==> src/rtl/rst_seq_pkg.sv <==
// rst_seq_pkg: shared state encoding, counter sizing and default timing for the reset sequencer
package rst_seq_pkg;
  typedef enum logic [2:0] {HOLD, RELEASE, WAIT_ACK, DELAY, DONE, ERR} state_t;
  localparam int HOLD_CYC_DEF = 4;
  localparam int TO_CYC_DEF = 255;
  function automatic int cnt_w(input int dly_w, input int to_cyc, input int hold_cyc);
    int w;
    w = dly_w;
    if ($clog2(to_cyc + 1) > w) w = $clog2(to_cyc + 1);
    if ($clog2(hold_cyc + 1) > w) w = $clog2(hold_cyc + 1);
    return w;
  endfunction
endpackage

==> src/rtl/ack_sync_bus.sv <==
// ack_sync_bus: multi-stage flop synchronizer bringing the domain acknowledges into Sync_clk
module ack_sync_bus #(
  parameter int N = 3,
  parameter int STAGES = 2
) (
  input  logic         Sync_clk,
  input  logic         Reg_reset,
  input  logic [N-1:0] d,
  output logic [N-1:0] q
);
  logic [N-1:0] stg [STAGES];
  // shift the raw acknowledges through the synchronizer chain
  always_ff @(posedge Sync_clk or negedge Reg_reset) begin
    if (!Reg_reset) begin
      for (int s = 0; s < STAGES; s++) stg[s] <= '0;
    end else begin
      stg[0] <= d;
      for (int s = 1; s < STAGES; s++) stg[s] <= stg[s-1];
    end
  end
  assign q = stg[STAGES-1];
endmodule

==> src/rtl/rst_seq_ctrl.sv <==
// rst_seq_ctrl: releases per-domain resets in index order, waiting for each acknowledge plus a programmable delay
module rst_seq_ctrl
  import rst_seq_pkg::*;
#(
  parameter int NUM_DOMAINS = 3,
  parameter int DLY_W = 8,
  parameter int HOLD_CYC = HOLD_CYC_DEF,
  parameter int TO_CYC = TO_CYC_DEF,
  parameter int ACK_STAGES = 2
) (
  input  logic                           Sync_clk,
  input  logic                           Reg_reset,
  input  logic                           Scan_mode,
  input  logic                           soft_rst_req,
  input  logic [NUM_DOMAINS*DLY_W-1:0]   dly_cfg,
  input  logic [NUM_DOMAINS-1:0]         dom_ack,
  output logic [NUM_DOMAINS-1:0]         dom_rst_n,
  output logic                           sys_ready,
  output logic                           seq_busy,
  output logic                           err_flag,
  output logic [$clog2(NUM_DOMAINS)-1:0] err_dom
);
  localparam int CW = cnt_w(DLY_W, TO_CYC, HOLD_CYC);
  localparam int IW = $clog2(NUM_DOMAINS);
  state_t state, state_nxt;
  logic [CW-1:0] cnt, cnt_nxt, cnt_inc;
  logic [IW-1:0] idx, idx_nxt, err_dom_q, err_dom_nxt, lost;
  logic [NUM_DOMAINS-1:0] dom_q, dom_nxt, ack_s;
  logic [DLY_W-1:0] dly;
  logic last;
  ack_sync_bus #(.N(NUM_DOMAINS), .STAGES(ACK_STAGES)) u_sync (
    .Sync_clk (Sync_clk),
    .Reg_reset(Reg_reset),
    .d        (dom_ack),
    .q        (ack_s)
  );
  assign cnt_inc = &cnt ? cnt : cnt + 1'b1;
  assign dly = dly_cfg[idx*DLY_W +: DLY_W];
  assign last = idx == IW'(NUM_DOMAINS - 1);
  // lowest-index domain whose acknowledge has dropped
  always_comb begin
    lost = '0;
    for (int i = NUM_DOMAINS - 1; i >= 0; i--) if (!ack_s[i]) lost = IW'(i);
  end
  // next-state logic; soft reset overrides every other event on the same edge
  always_comb begin
    state_nxt = state;
    cnt_nxt = cnt_inc;
    idx_nxt = idx;
    err_dom_nxt = err_dom_q;
    dom_nxt = dom_q;
    if (soft_rst_req) begin
      state_nxt = HOLD;
      cnt_nxt = '0;
      idx_nxt = '0;
      err_dom_nxt = '0;
      dom_nxt = '0;
    end else begin
      case (state)
        HOLD: begin
          dom_nxt = '0;
          if (cnt >= CW'(HOLD_CYC)) begin
            state_nxt = RELEASE;
            idx_nxt = '0;
          end
        end
        RELEASE: begin
          dom_nxt = dom_q | (NUM_DOMAINS'(1) << idx);
          cnt_nxt = '0;
          state_nxt = WAIT_ACK;
        end
        WAIT_ACK: begin
          if (ack_s[idx]) begin
            cnt_nxt = '0;
            state_nxt = dly != '0 ? DELAY : last ? DONE : RELEASE;
            idx_nxt = (dly == '0 && !last) ? IW'(idx + 1'b1) : idx;
          end else if (cnt == CW'(TO_CYC - 1)) begin
            state_nxt = ERR;
            err_dom_nxt = idx;
          end
        end
        DELAY: begin
          if (cnt == CW'(dly) - CW'(1)) begin
            state_nxt = last ? DONE : RELEASE;
            idx_nxt = last ? idx : IW'(idx + 1'b1);
          end
        end
        DONE: begin
          if (!(&ack_s)) begin
            state_nxt = ERR;
            err_dom_nxt = lost;
          end
        end
        ERR: ;
        default: state_nxt = HOLD;
      endcase
    end
  end
  // sequencer state, counter, index and registered reset outputs
  always_ff @(posedge Sync_clk or negedge Reg_reset) begin
    if (!Reg_reset) begin
      state <= HOLD;
      cnt <= '0;
      idx <= '0;
      err_dom_q <= '0;
      dom_q <= '0;
    end else begin
      state <= state_nxt;
      cnt <= cnt_nxt;
      idx <= idx_nxt;
      err_dom_q <= err_dom_nxt;
      dom_q <= dom_nxt;
    end
  end
  assign dom_rst_n = Scan_mode ? {NUM_DOMAINS{Reg_reset}} : dom_q;
  assign sys_ready = state == DONE;
  assign seq_busy = state != DONE && state != ERR;
  assign err_flag = state == ERR;
  assign err_dom = err_dom_q;
endmodule

==> config.mk <==
export PLATFORM = sky130hd
export DESIGN_NAME = rst_seq_ctrl
export DESIGN_NICKNAME = d
export VERILOG_FILES = /design/src/rtl/rst_seq_pkg.sv /design/src/rtl/ack_sync_bus.sv /design/src/rtl/rst_seq_ctrl.sv
export SDC_FILE = /design/constraint.sdc
export NUM_CORES = 1
export LEC_CHECK = 0
export ABC_AREA = 1
export ABC_CLOCK_PERIOD_IN_PS = 2960
export CAP_MARGIN = 20
export CORE_MARGIN = 3
export CORE_UTILIZATION = 45
export DETAILED_ROUTE_END_ITERATION = 10
export PLACE_DENSITY_LB_ADDON = 0.1
export SYNTH_ARGS = -nofsm -noshare
export SYNTH_HDL_FRONTEND = slang
export SYNTH_SLANG_ARGS = --single-unit
==> constraint.sdc <==
create_clock -name Sync_clk -period 2.96 [get_ports Sync_clk]
set_input_delay 0.296 -clock Sync_clk [delete_from_list [all_inputs] [get_ports Sync_clk]]
set_output_delay 0.296 -clock Sync_clk [all_outputs]
set_load 0.01 [all_outputs]
==> metrics.txt <==
Critical Path AT 2.70 ns; CTS Buffer Depth 2; first-pass GRT wire length 8910 µm; worst setup margin 0.427 ns; status completed; Final Net Count 402; Critical Path Fanout Max 8; DR iter-0 viols 124; actual slew at the worst max-slew pin 0.529 ns; placed cell area 0.00258 mm²; Clk pin slew, worst setup/hold paths 0.09 ns; CP Capture Type flip-flop; Critical R2R Launch idx[0]$_DFFE_PN0P_; CTS tree built; Rows 24; Final HPWL DP 4180 µm; internal power 0.928 mW; Logic pwr share 0.582; commonest non-fill, non-tap cells in the layout 78 x nand2_1, 53 x inv_1, 38 x clkdlybuf4s50_1, 30 x nor2_1; overall power 1.73 mW; Vert. Die Dim 75.3 µm; pre-CTS WS 0.368 ns; post-route ant nets 0; Worst Setup SP idx[0]$_DFFE_PN0P_; Worst setup endpoint idx[1]$_DFFE_PN0P_; largest net degree at the start of global routing 25; Synth Register Bits 24; Max Slew Vio Count 0; Diodes inserted 0; initial antenna violation count 0; Synth cell types 33; Reg power frac 0.248; register area share after synthesis 0.278; IO buf count 38; Ports 39; total die area 0.00567 mm²; GR Overflow Total 0; maximum VDD drop 0.000333 V; Post-Syn Area per Cell 6.69 µm²; commonest non-fill, non-tap cell in the layout nand2_1; CTS root buffer clkbuf_8; Switch Pwr 0.798 mW; Leak 1.28 nW; Vias/cell 5.06; worst skew pair latency 0.27 ns; Slew Limit Headroom 0.644; Synth Warn # 0; die width 75.3 µm; buffer count from post-CTS setup fixing 0; PwrDens 650 mW/mm²; Core Region 0.00450 mm²; Hold WC Path Type flip-flop to flip-flop; final period utilization 0.856; DRC 0; Reg2Reg Depth 19; wire per inst 12.9 µm; clk sinks 24; final RePlAce weighted congestion 0.880; TritonCTS buffer count 3; vias in the first global route 1986; Final setup viols 0; area occupied by multi-input gates 0.00129 mm²; Resize count post-CTS 0; Crit Path Class flip-flop to flip-flop; Area contributors post-synth dfrtp_1 28%, nand2_1 14%, inv_1 9.2%; area of all sequential standard cells 601 µm²; Starting Density 0.480; share of the synthesized area in the top cell type 0.278; fill cell count 425; post-route cell area 0.00266 mm²; Sw Ratio 0.463; Post-Syn Nets 362; Final min period 2.53 ns; TritonRoute pass-1 iters 4; cell taking the most area after synthesis dfrtp_1; RSZ-0062 raised after global routing no; f_max 395 MHz; Hold Fails Final Rpt 0; area delta synth->final 22.8%; layout cells sized above 1 0.133; Via Count 2096; reg2reg end idx[1]$_DFFE_PN0P_; Syn Inst Count 323; Worst Setup Start Kind flip-flop; setup_tns 0 ns; Global Route Usage Sum 0.201; Routed WL 5350 µm; Reg2Reg Setup Slack 0.43 ns; Clk pwr share 0.170; Layout Skew 0.000862 ns; synthesized area 0.00216 mm²; H-tree depth 1; Max-cap violations 0; worst path required time 3.13 ns; Post-CTS Hold Buffers 0
-- area by class of cell --
class                   count  area share
clock inverters             1      0.0113
flip-flops and latches     24       0.226
repair buffers             42       0.155
clock buffers               3      0.0156
inverters                  58      0.0829
multi-input cells         234       0.485
well taps                  52      0.0245
-- power groups by stage --
stage                     registers (mW)  logic (mW)  clock network [mW]
final                              0.428        1.00               0.293
after global routing               0.439        1.13               0.311
after global placement             0.433       0.987                   0
after CTS                          0.428        1.00               0.299
after floorplan                    0.417       0.789                   0
after detailed placement           0.434       0.994                   0
-- cells by family after synthesis --
kind of cell,after synthesis,synth area share
AO/OA/AOI/OAI,40,0.102
XOR/XNOR,4,0.0162
adder cells (fa/ha/maj),8,0.0463
buffers and inverters,65,0.127
flip-flops,24,0.278
multiplexers,1,0.00521
AND/OR/NAND/NOR,181,0.425
-- registers in the layout (all words and copies together) (netlist names) --
register / flops
state: 3
err_dom: 2
cnt: 8
u_sync.stg: 3
u_sync.q: 3
idx: 2
dom_q: 3
-- critical path: stages, from the launching register on --
cell     delay [ns]
dfrtp_1        0.49
inv_2          0.14
buf_4          0.20
nand2_4        0.06
nand2_2        0.05
a21oi_2        0.18
ha_1           0.32
nand3_2        0.14
inv_1          0.07
nand2_1        0.05
nand2_1        0.05
nand2_1        0.04
nor2_1         0.08
nand2_1        0.06
nor2_2         0.10
nand3_2        0.11
nand2_4        0.11
nand3_2        0.08
nand2_1        0.07
nand2_1        0.05
-- cells in the mapped netlist (all sizes together) --
library cell,n
a31oi,4
nand4,8
buf,5
mux2,1
nor4,2
and2,1
ha,8
clkbuf,2
xor2,4
nor2,36
a21boi,1
o211ai,1
nand2,94
nor3,7
o22ai,1
o21ai,14
nand3,31
a21oi,18
a211oi,1
dfrtp,24
or2,2
inv,58
-- per-layer routing --
| layer | vias to the layer above | wire [µm] | share of wire | GRT usage |
|---|---|---|---|---|
| met2 | 78 | 2400 | 0.45 | 0.324 |
| met1 | 917 | 2560 | 0.48 | 0.292 |
| met4 | 0 | 46 | 0.0086 | 0.0427 |
| met3 | 6 | 340 | 0.064 | 0.0224 |
| li1 | 1095 | - | - | - |
| met5 | - | 0 | 0 | 0 |
-- worst min path at each step --
stage	from	to	cells after the start
detailed placement	u_sync.stg[3]$_DFF_PN0_	u_sync.q[0]$_DFF_PN0_	0
finish	u_sync.stg[3]$_DFF_PN0_	u_sync.q[0]$_DFF_PN0_	0
global route	u_sync.stg[4]$_DFF_PN0_	u_sync.q[1]$_DFF_PN0_	0
floorplan	Reg_reset	cnt[0]$_DFF_PN0_	0
global placement	u_sync.stg[5]$_DFF_PN0_	u_sync.q[2]$_DFF_PN0_	0
CTS	u_sync.stg[3]$_DFF_PN0_	u_sync.q[0]$_DFF_PN0_	0
-- per-stage QoR --
step	hold WS [ns]	util	cells
after global placement	0.332	0.574	410
after global routing	0.363	0.589	414
after detailed placement	0.335	0.574	410
after floorplan	0.000409	-	323
after CTS	0.357	0.589	414
final	0.354	0.589	414
Note: power is estimated with default switching activity, not from simulation.
